===== config.mk =====
export PLATFORM = sky130hd
export DESIGN_NAME = mem_arbiter
export DESIGN_NICKNAME = d
export VERILOG_FILES = /design/src/rtl/mem_arbiter.sv
export SDC_FILE = /design/constraint.sdc
export NUM_CORES = 1
export LEC_CHECK = 0
export CAP_MARGIN = 25
export CELL_PAD_IN_SITES_DETAIL_PLACEMENT = 1
export CELL_PAD_IN_SITES_GLOBAL_PLACEMENT = 2
export CORE_MARGIN = 2
export CORE_UTILIZATION = 26
export DETAILED_ROUTE_END_ITERATION = 7
export PLACE_DENSITY_LB_ADDON = 0.08
export SLEW_MARGIN = 20
export SYNTH_ARGS = -nofsm -noshare
export SYNTH_HDL_FRONTEND = slang
export SYNTH_SLANG_ARGS = --single-unit

===== constraint.sdc =====
create_clock -name clk -period 6.1 [get_ports clk]
set_input_delay 0.61 -clock clk [delete_from_list [all_inputs] [get_ports clk]]
set_output_delay 0.61 -clock clk [all_outputs]
set_load 0.05 [all_outputs]

===== src/rtl/mem_arbiter.sv =====
// Two-port round-robin front end for a single-port Mem: one request in flight at a time,
// registered Mem strobes, read data captured and held on a per-port valid/ready response.
module mem_arbiter #(
  parameter int ADDR_BITS = 10,
  parameter int DATA_BITS = 32
) (
  input  logic                 clk,
  input  logic                 clr_n,
  input  logic                 m0_req_valid,
  output logic                 m0_req_ready,
  input  logic                 m0_req_we,
  input  logic [ADDR_BITS-1:0] m0_req_addr,
  input  logic [DATA_BITS-1:0] m0_req_wdata,
  output logic                 m0_resp_valid,
  input  logic                 m0_resp_ready,
  output logic [DATA_BITS-1:0] m0_resp_rdata,
  input  logic                 m1_req_valid,
  output logic                 m1_req_ready,
  input  logic                 m1_req_we,
  input  logic [ADDR_BITS-1:0] m1_req_addr,
  input  logic [DATA_BITS-1:0] m1_req_wdata,
  output logic                 m1_resp_valid,
  input  logic                 m1_resp_ready,
  output logic [DATA_BITS-1:0] m1_resp_rdata,
  input  logic                 clr_req,
  output logic                 clr_done,
  output logic                 busy,
  output logic [ADDR_BITS-1:0] mem_addr,
  output logic [DATA_BITS-1:0] mem_data_in,
  output logic                 mem_sel,
  output logic                 mem_ld,
  output logic                 mem_str,
  output logic                 mem_clr,
  input  logic [DATA_BITS-1:0] mem_data_out
);

  typedef enum logic [2:0] {IDLE, ISSUE, CAPTURE, RESP, CLEAR} state_t;

  state_t                     state;
  logic                       rr_ptr;
  logic                       own;
  logic                       lat_we;
  logic [1:0]                 resp_valid;
  logic [1:0][DATA_BITS-1:0]  resp_rdata;

  logic [1:0]                 vld;
  logic [1:0]                 rsp_rdy;
  logic                       gnt;
  logic                       can_grant;
  logic                       sel_we;
  logic [ADDR_BITS-1:0]       sel_addr;
  logic [DATA_BITS-1:0]       sel_wdata;

  assign vld     = {m1_req_valid, m0_req_valid};
  assign rsp_rdy = {m1_resp_ready, m0_resp_ready};

  // Preferred port wins if it is asking, otherwise the other one.
  always_comb begin
    gnt       = vld[rr_ptr] ? rr_ptr : ~rr_ptr;
    can_grant = (state == IDLE) && !clr_req && !clr_done && (|vld);
    sel_we    = gnt ? m1_req_we    : m0_req_we;
    sel_addr  = gnt ? m1_req_addr  : m0_req_addr;
    sel_wdata = gnt ? m1_req_wdata : m0_req_wdata;
  end

  assign m0_req_ready  = can_grant && !gnt;
  assign m1_req_ready  = can_grant &&  gnt;
  assign m0_resp_valid = resp_valid[0];
  assign m1_resp_valid = resp_valid[1];
  assign m0_resp_rdata = resp_rdata[0];
  assign m1_resp_rdata = resp_rdata[1];
  assign busy          = (state != IDLE);

  // Strobes are loaded on the edge entering ISSUE/CLEAR so they are clean for exactly one cycle.
  always_ff @(posedge clk or negedge clr_n) begin
    if (!clr_n) begin
      state       <= IDLE;
      rr_ptr      <= 1'b0;
      own         <= 1'b0;
      lat_we      <= 1'b0;
      resp_valid  <= '0;
      resp_rdata  <= '0;
      clr_done    <= 1'b0;
      mem_addr    <= '0;
      mem_data_in <= '0;
      mem_sel     <= 1'b0;
      mem_ld      <= 1'b0;
      mem_str     <= 1'b0;
      mem_clr     <= 1'b0;
    end else begin
      clr_done <= 1'b0;
      mem_sel  <= 1'b0;
      mem_ld   <= 1'b0;
      mem_str  <= 1'b0;
      mem_clr  <= 1'b0;
      case (state)
        IDLE: begin
          if (clr_req) begin
            mem_clr <= 1'b1;
            state   <= CLEAR;
          end else if (can_grant) begin
            own      <= gnt;
            lat_we   <= sel_we;
            rr_ptr   <= ~gnt;
            mem_sel  <= 1'b1;
            mem_ld   <= ~sel_we;
            mem_str  <= sel_we;
            mem_addr <= sel_addr;
            if (sel_we) mem_data_in <= sel_wdata;
            state    <= ISSUE;
          end
        end
        ISSUE:   state <= CAPTURE;
        CAPTURE: begin
          resp_rdata[own] <= lat_we ? '0 : mem_data_out;
          resp_valid[own] <= 1'b1;
          state           <= RESP;
        end
        RESP: begin
          if (rsp_rdy[own]) begin
            resp_valid[own] <= 1'b0;
            state           <= IDLE;
          end
        end
        CLEAR: begin
          clr_done <= 1'b1;
          state    <= IDLE;
        end
        default: state <= IDLE;
      endcase
    end
  end

endmodule


======== Word-level counts from Yosys, hierarchy flattened ========
Index checks and enable logic that the tools add are counted.
storage, ports and cells
  output and inout bits ................... 116
  input port bits ......................... 125
  logic and storage cells ................. 79
  register bits ........................... 119
cells by class
  magnitude comparators ................... 3
  multiplexer cells ....................... 32
  equal/unequal tests ..................... 6
  reductions and logical operators ........ 17
  bitwise gates (word level) .............. 7
operator list
  operator                                                                      count
  32-bit two-way mux                                                            3
  64-bit bitwise mux                                                            1
  32-bit demux with 1-bit select                                                1
  1-bit two-way mux                                                             19
  3-bit case mux with 4 select lines                                            1
  10-bit two-way mux                                                            1
  3-bit two-way mux                                                             3
  3-bit by 2-bit == test with 1-bit output, second input constant               2
  1-bit logical AND                                                             6
  1-bit by 2-bit less-than comparator with 1-bit output, second input constant  2
  1-bit NOT                                                                     4
  2-bit case mux with 2 select lines                                            1
  2-bit AND reduction                                                           2
  4-bit AND reduction                                                           1
  3-bit by 1-bit == test with 1-bit output, second input constant               1
  3-bit == test, second input constant                                          1
  1-bit logical NOT                                                             3
  3-bit logical NOT                                                             1
  3-bit inequality test, second input constant                                  1
  3-bit AND reduction                                                           1
  3-bit nonzero test                                                            1
  2-bit AND                                                                     1
  2-bit two-way mux                                                             1
  2-bit inequality test, second input constant                                  1
  other kinds (6)                                                               6

======== Longest topological paths before layout ========
Gate-level depths: netlist of run 1.
  word-level depth ........................ 8
  mapped depth ............................ 6
  mapped depth without buffers ............ 5

======== Worst setup path before layout of run 1 ========
Ideal clock, no wire load.
  path kind ............................... register to output
  start point ............................. register state[1]
  end point ............................... output port m0_req_ready
  setup slack ............................. 2.977 ns
  path buffers ............................ 2
  stages on the path, launching flop included .. 6
  required time ........................... 5.490 ns
  arrival time ............................ 2.513 ns
  cell sequence ........................... dfrtp_1 -> or3_4 -> or4_1 -> buf_2 -> clkbuf_1 -> a21oi_1
between the ends
  cells in the longest elaborated chain, start to end .. 5
ends and longest elaborated chain
  what                            RTL line  source
  start: declaration              39        state_t state;
  start signal: assignment        77        state <= IDLE;
  start signal: assignment        100       state <= CLEAR;
  start signal: assignment        110       state <= ISSUE;
  3-bit logical NOT               60        can_grant = (state == IDLE) && !clr_req && !clr_done && (|vld);
  1-bit logical AND (3 in a row)  60
  1-bit logical AND               66        assign m0_req_ready = can_grant && !gnt;
  end: declaration                10        output logic m0_req_ready,
Every way passes these cells.

======== Final worst setup path of run 1 ========
  start point ............................. register state[1]
  end point ............................... output port m1_req_ready
between the ends
  cells in the longest elaborated chain, start to end .. 5
ends and longest elaborated chain
  what                            RTL line  source
  3-bit logical NOT               60
  1-bit logical AND (3 in a row)  60
  1-bit logical AND               67        assign m1_req_ready = can_grant && gnt;
  end: declaration                18        output logic m1_req_ready,
Every way passes these cells.

==> flow_summary.yaml, run 1 <==
cells_and_area:
  final_net_count: 801
  diodes: 0
  syn_to_final_growth_pct: 66.7
  multiInputGateArea_sq_mm: 0.00180
  final_cell_mix: "239 x clkdlybuf4s50_1, 119 x dfrtp_1, 109 x nand2_1, 76 x o21ai_0, 64 x mux2_2"
  seq_area_sq_mm: 0.00298
  fin_util_pct: 43.9
  drive_gt1_share_pct: 15.8
  n_fill_cell: 2005
  layout_commonest_cell: "clkdlybuf4s50_1"
timing:
  rsz0062_at_grt: "no"
  final_hold_viol_count: 0
  fmax_mhz: 256
  relSlewSlack_pct: 46.8
  finalSetupViolCount: 0
  hold_ws_ps: 124
  setup-tns-final_ps: 0
  worstMarginPinSlew_ps: 797
  clock-skew-final_ps: 6.04
  min_period_over_period_pct: 64.2
  period_minus_slack_ps: 3910
  drv_slew: 0
  setup_ws_ps: 2190
synthesis:
  synth_top_area_share_pct: 60.6
  synth_area_sq_mm: 0.00491
  synth_nets: 563
  syn_inst: 438
  yosysSeqAreaShare_pct: 60.6
  ys_top_cells_by_area: "dfrtp_1 61%, mux2_2 15%, nand2_1 8.4%"
  synth_top_cell_by_area: "dfrtp_1"
  avgSynthCellArea_sq_um: 11.2
  synthDistinctLibCells: 25
  ys_ff_latch: 119
  synth_warnings: 0
die:
  die_h_um: 141
  fp.dieW_um: 141
  rows: 50
  ioPinCount: 241
  die_area_sq_mm: 0.0200
  initial_core_util_pct: 26.4
  core-area_sq_mm: 0.0186
global_route:
  track_usage_pct: 16.0
  grt_overflow_total: 0
  antenna_found_initial: 1
  grt_pass1_vias: 4556
  grt_pass1_wl_um: 24600
  grt_max_degree: 74
job:
  drv_cap: 0
setup_path:
  cp-end-kind: "output port"
  critical_path.max_fanout: 26
  cp_data_required_time_ps: 5490
  start_kind: "register"
  crit_type: "register to output port"
  ff2ff_path_depth: 5
  cp.arrival_ps: 3300
clock_network:
  path_clk_slew_ps: 60
  cts_tree: "done"
  cts_buffers: 17
  hold_buffers: 0
  cts_max_level: 4
  cts_num_sinks: 119
  clockBufferDepth: 2
  cts_setup_buffers: 0
  cts.repair.resized: 0
  root_buffer: "clkbuf_16"
  insertion_delay_ps: 410
routing:
  ant_nets: 0
  first_pass_iters: 4
  drt_iter0_drc: 134
  wl_per_cell_um: 16.7
  drt-total-wl_um: 15400
  drc: 0
  drt-vias-per-instance: 4.43
  num_vias: 4087
pwr:
  finalPower_mw: 5.09
  power-per-cell-area_mw_per_mm2: 622
  p_leak_nw: 3.47
  vdd_ir_drop_max_mv: 0.246
placed_design:
  place_hpwl_um: 11300
  placement.io_buffers: 240
  place_ws_ps: 2270
  place.gp.congestion: 0.775
min_path:
  hold_class: "input pin to async pin"
run_status:
  status: "completed"
path summary, 6_finish.rpt:
kind	start	to	slack, ps
min in group clk	m1_resp_rdata[0]	m1_resp_rdata[0]	470
setup / recovery	state[1]	m1_req_ready	2190
hold / removal	clr_n	mem_data_in[31]	120
setup reg to reg	state[1]	mem_data_in[20]	3170
max in group asynchronous	clr_n	mem_data_in[0]	5010
hold reg to reg	m1_resp_rdata[0]	m1_resp_rdata[0]	470
stage by stage:
stage / instance area (sq um) / instances
final: 8190 / 923
after global routing: 8190 / 923
after CTS: 8130 / 921
after detailed placement: 7530 / 889
after global placement: 7510 / 888
after floorplan: 4910 / 438
synthesized netlist by cell type (all sizes together):
| master | count |
|---|---|
| dfrtp | 119 |
| nand2 | 110 |
| o21ai | 76 |
| mux2 | 64 |
| clkbuf | 22 |
| mux2i | 10 |
| nor2 | 8 |
| buf | 5 |
| inv | 4 |
| nand2b | 4 |
| a21oi | 3 |
| or3 | 2 |
| or4 | 2 |
| a211oi | 1 |
| a21bo | 1 |
| a21boi | 1 |
| a21o | 1 |
| and2 | 1 |
| and3 | 1 |
| nand3 | 1 |
| o21a | 1 |
| or3b | 1 |
per-layer routing:
| layer | part of all wire [%] | vias to the layer above | wire (um) | GRT usage (%) |
|---|---|---|---|---|
| li1 | - | 1961 | - | - |
| met1 | 41 | 1977 | 6350 | 18.5 |
| met2 | 51 | 130 | 7860 | 28.3 |
| met3 | 6.2 | 17 | 960 | 4.96 |
| met4 | 1.3 | 2 | 193 | 5.16 |
| met5 | 0.097 | - | 15 | 0 |
cell families after synthesis:
logic type	count (synthesis)	share of synthesized area [%]
AO/OA/AOI/OAI	84	9.09
buffers and inverters	31	2.88
flip-flops	119	60.6
multiplexers	74	16.7
AND/OR/NAND/NOR	130	10.7
flip-flops by register name, summed over array words and instances, names as in the netlist, named ones only:
name	cells
rr_ptr	1
state	3
m1_resp_rdata	32
mem_clr	1
m0_resp_rdata	32
mem_ld	1
lat_we	1
mem_str	1
clr_done	1
mem_sel	1
mem_addr	10
own	1
mem_data_in	32
layout make-up:
type	count	area share, %
Clock buffer	18	5.36
Clock inverter	14	1.92
Inverter	4	0.183
Multi-Input combinational cell	288	22.0
Sequential cell	119	36.4
Tap cell	234	3.57
Timing Repair Buffer	246	30.6
worst max-delay path, stage by stage (launching register included):
cell,delay (ps)
dfrtp_1,420
or3_4,430
or4_1,870
nor2_1,330
clkdlybuf4s50_1,850
report_power, final:
group          internal (mW)  switching, mW
registers               1.14          0.186
clock network          0.647          0.361
logic                  0.933           1.82
Power figures use the tool's default switching activity.
==> run 2: changes to the inputs <==
CORE_UTILIZATION = 21   (was 26)
clock period = 3.5 ns   (was 6.1 ns; I/O delays follow)
==> flow_summary.yaml, run 2 (synthesis results as in run 1) <==
clock_network:
  cts.repair.resized: 0
  cts_tree: "done"
  insertion_delay_ps: 420
  cts_num_sinks: 119
  cts_max_level: 4
  cts_buffers: 17
  clockBufferDepth: 2
  hold_buffers: 0
  cts_setup_buffers: 0
  root_buffer: "clkbuf_16"
  path_clk_slew_ps: 50
setup_path:
  critical_path.max_fanout: 25
  cp.arrival_ps: 2560
  start_kind: "register"
  cp_data_required_time_ps: 3150
  crit_type: "register to output port"
  cp-end-kind: "output port"
timing:
  drv_slew: 0
  min_period_over_period_pct: 83.1
  final_hold_viol_count: 8
  setup-tns-final_ps: 0
  hold_ws_ps: -34.0
  finalSetupViolCount: 0
  rsz0062_at_grt: "no"
  fmax_mhz: 344
  worstMarginPinSlew_ps: 940
  clock-skew-final_ps: 10.4
  period_minus_slack_ps: 2910
  relSlewSlack_pct: 37.1
placed_design:
  placement.io_buffers: 240
  post-place-cells: 971
  place.gp.congestion: 0.717
  place_hpwl_um: 11600
  placed_area_sq_mm: 0.00765
pwr:
  power-per-cell-area_mw_per_mm2: 1080
  vdd_ir_drop_max_mv: 0.339
  p_leak_nw: 3.45
die:
  fp.dieW_um: 157
  rows: 55
  ioPinCount: 241
  core-area_sq_mm: 0.0228
  die_area_sq_mm: 0.0246
  die_h_um: 157
  initial_core_util_pct: 21.6
routing:
  ant_nets: 0
  wl_per_cell_um: 16.3
  first_pass_iters: 4
  drt_iter0_drc: 119
  drc: 0
  drt-total-wl_um: 16400
  num_vias: 4067
  drt-vias-per-instance: 4.05
job:
  drv_cap: 0
cells_and_area:
  final_net_count: 802
  final_cell_mix: "237 x clkdlybuf4s50_1, 119 x dfrtp_1, 109 x nand2_1, 76 x o21ai_0, 64 x mux2_2"
  layout_commonest_cell: "clkdlybuf4s50_1"
  syn_to_final_growth_pct: 67.8
  drive_gt1_share_pct: 16.1
  design_area_sq_mm: 0.00824
  stdcell_count: 1003
global_route:
  track_usage_pct: 13.9
  grt_max_degree: 120
  grt_pass1_vias: 4595
  antenna_found_initial: 1
  grt_pass1_wl_um: 25900
  grt_overflow_total: 0
run_status:
  violations: "hold timing"
  status: "complete, but fails checks"
min_path:
  hold_class: "input pin to async pin"
-- run 2: changes by cell type in the layout (fill, tap and decap cells not counted), sizes merged --
cell           delta
buf               +3
clkdlybuf4s50     -2
clkbuf            -1
clkinv            -1
clkinvlp          +1
diode             +1
-- run 2: where the power goes --
| part | switching, mW | total, mW | internal, mW |
|---|---|---|---|
| clock network | 0.655 | 1.76 | 1.11 |
| logic | 3.18 | 4.80 | 1.62 |
| registers | 0.331 | 2.32 | 1.99 |
-- run 2: final cells by class --
type	instances	area, sq um
diodes	1	2.50
clock buffers	17	425
clock inverters	14	160
fillers	2488	14500
inverters	4	15.0
multi-input cells	288	1800
flip-flops and latches	119	2980
well taps	313	392
repair buffers	247	2470
-- run 2: final timing paths --
| kind | to | slack [ps] | from | cells past startpoint |
|---|---|---|---|---|
| worst max-delay path | m1_req_ready | 590 | state[1] | 5 |
| worst min-delay path | mem_data_in[5] | -30 | clr_n | 2 |
| worst max register to register | mem_data_in[18] | 1050 | state[1] | 5 |
| worst min register to register | m0_resp_rdata[16] | 480 | m0_resp_rdata[16] | 2 |
| max in group asynchronous | mem_data_in[14] | 2900 | clr_n | 2 |
| min in group clk | m0_resp_rdata[16] | 480 | m0_resp_rdata[16] | 2 |
-- run 2: critical path, cell delays in order (launching register included) --
cell     delay (ps)
dfrtp_1         420
or3_4           420
or4_1           550
buf_4           250
nor2_1          240
buf_4           270
-- run 2: metal layers --
metal	vias up	GRT usage, %	part of all wire (%)	wire length (um)
met5	-	0	0	0
met4	0	5.99	2.2	368
met3	23	4.02	6.6	1080
met2	141	22.9	48	7900
met1	1946	16.9	43	7030
li1	1957	-	-	-
-- run 2: metrics by stage --
stage	hold WS (ps)	setup WS (ps)	utilization, %	power, mW
3_3_place_gp	462	877	33.5	7.11
2_1_floorplan	54.4	637	-	5.39
5_1_grt	86.1	442	36.2	9.40
3_5_place_dp	469	793	33.6	7.22
6_report	-34.0	590	36.2	8.88
4_1_cts	78.7	529	36.2	9.04
==> run 3: changes to the inputs <==
clock period = 2.33 ns   (was 3.5 ns; I/O delays follow)
==> flow_summary.yaml, run 3 (synthesis results as in run 1) <==
run_status:
  status: "complete, but fails checks"
  violations: "setup timing"
global_route:
  antenna_found_initial: 3
  grt_pass1_wl_um: 25900
  grt_pass1_vias: 4612
  grt_max_degree: 66
  track_usage_pct: 13.9
  grt_overflow_total: 0
setup_path:
  critical_path.max_fanout: 4
  worst-path-buf-inv: 2
  cpPeakStageDelay_ps: 510
  start_kind: "register"
  crit_family: "simple AND/OR/NAND/NOR gates"
  cp_data_required_time_ps: 2100
  critical_path.cell_chain: "or3_4, or4_4, buf_12, a21oi_4, buf_12"
  crit_top_cell: "buf_12"
  crit_type: "register to output port"
  cp-end-kind: "output port"
  cp.arrival_ps: 2140
  slowest_stage: "or4_4"
pwr:
  netSwitchingFraction_pct: 46.1
  p_leak_nw: 3.69
  power-per-cell-area_mw_per_mm2: 1580
  vdd_ir_drop_max_mv: 0.440
  seqPwrFrac_pct: 25.7
  clkPwrFrac_pct: 18.8
  combPwrFrac_pct: 55.5
  p_switching_mw: 6.30
  internal_power_mw: 7.36
cells_and_area:
  n_fill_cell: 2421
  drive_gt1_share_pct: 18.2
  design_area_sq_mm: 0.00866
  syn_to_final_growth_pct: 76.3
  multiInputGateArea_sq_mm: 0.00193
  seq_area_sq_mm: 0.00298
  layout_commonest_cell: "clkdlybuf4s50_1"
  stdcell_count: 1021
  final_net_count: 820
  final_cell_mix: "236 x clkdlybuf4s50_1, 119 x dfrtp_1, 109 x nand2_1, 76 x o21ai_0, 36 x mux2_2"
placed_design:
  place_ws_ps: 110
  placed_area_sq_mm: 0.00785
  place.gp.congestion: 0.696
  placement.io_buffers: 240
  place_hpwl_um: 11800
  post-place-cells: 975
clock_network:
  insertion_delay_ps: 420
  cts_num_sinks: 119
  cts_buffers: 17
  cts_max_level: 4
  clockBufferDepth: 2
  cts_tree: "done"
  root_buffer: "clkbuf_16"
  path_clk_slew_ps: 60
die:
  core-area_sq_mm: 0.0228
  die_h_um: 157
  initial_core_util_pct: 21.6
  ioPinCount: 241
  fp.dieW_um: 157
  die_area_sq_mm: 0.0246
  rows: 55
timing:
  relSlewSlack_pct: 57.4
  finalSetupViolCount: 2
  final_hold_viol_count: 0
  period_minus_slack_ps: 2370
  rsz0062_at_grt: "yes"
  hold_ws_ps: 320
  setup_ws_ps: -38.9
  setup-tns-final_ps: -52.6
  drv_slew: 0
  fmax_mhz: 422
  min_period_over_period_pct: 102
  worstMarginPinSlew_ps: 640
  clock-skew-final_ps: 9.24
min_path:
  hold_class: "input pin to async pin"
routing:
  drt-total-wl_um: 16900
  first_pass_iters: 4
  drc: 0
  ant_nets: 0
  num_vias: 4150
  drt_iter0_drc: 87
  drt-vias-per-instance: 4.06
  wl_per_cell_um: 16.6
job:
  drv_cap: 0
## run 3: worst paths after layout
| kind | start | to | slack, ps | cells past startpoint |
|---|---|---|---|---|
| setup / recovery | state[2] | m0_req_ready | -40 | 5 |
| hold / removal | clr_n | mem_addr[6] | 320 | 2 |
| setup reg to reg | state[2] | mem_data_in[3] | 20 | 7 |
| hold reg to reg | m0_resp_rdata[10] | m0_resp_rdata[10] | 480 | 2 |
| max in group asynchronous | clr_n | m0_resp_rdata[18] | 1240 | 3 |
| min in group clk | mem_data_out[22] | m0_resp_rdata[22] | 410 | 3 |
## run 3: power groups by stage
| stage | combinational (mW) | sequential (mW) | clock [mW] |
|---|---|---|---|
| 5_1_grt | 8.04 | 3.66 | 2.75 |
| 2_1_floorplan | 1.73 | 6.54 | 0 |
| 4_1_cts | 7.63 | 3.53 | 2.67 |
| 6_report | 7.57 | 3.51 | 2.57 |
| 3_5_place_dp | 7.55 | 3.54 | 0 |
| 3_3_place_gp | 7.48 | 3.51 | 0 |
## run 3: worst reg2reg max path, stage by stage, from the launching register on
cell	delay (ps)
dfrtp_1	370
or3_4	390
or4_4	510
buf_4	170
a21oi_4	130
buf_12	150
clkbuf_16	180
mux2_4	300
## run 3: final cells by class
class	instances	share of cell area [%]
Tap cell	313	4.52
Clock buffer	22	5.47
Timing Repair Buffer	265	32.1
Antenna cell	1	0.0289
Sequential cell	119	34.4
Inverter	4	0.173
Clock inverter	9	1.16
Multi-Input combinational cell	288	22.2
## run 3: metrics by stage
step	power, mW	util, %
detailed placement	11.1	34.5
floorplan	8.27	-
global route	14.4	38.0
finish	13.7	38.0
global placement	11.0	34.5
CTS	13.8	37.4
## run 3: per-layer routing
metal	global-route usage (%)	part of all wire, %	up-vias
met2	21.8	47	157
met4	4.72	1.2	2
met1	16.5	42	1977
li1	-	-	1996
met3	7.02	10	18
met5	0	0.089	-
## run 3: repair_timing
| item | in CTS | in global routing |
|---|---|---|
| gates cloned | 1 | 4 |
| pin swaps | 3 | 3 |
| hold buffers | 1 | 0 |
| setup buffers | 4 | 4 |
| endpoints found under the setup margin | 2 | 35 |
| hold endpoints to repair | 37 | 0 |
| resized for setup | 5 | 3 |
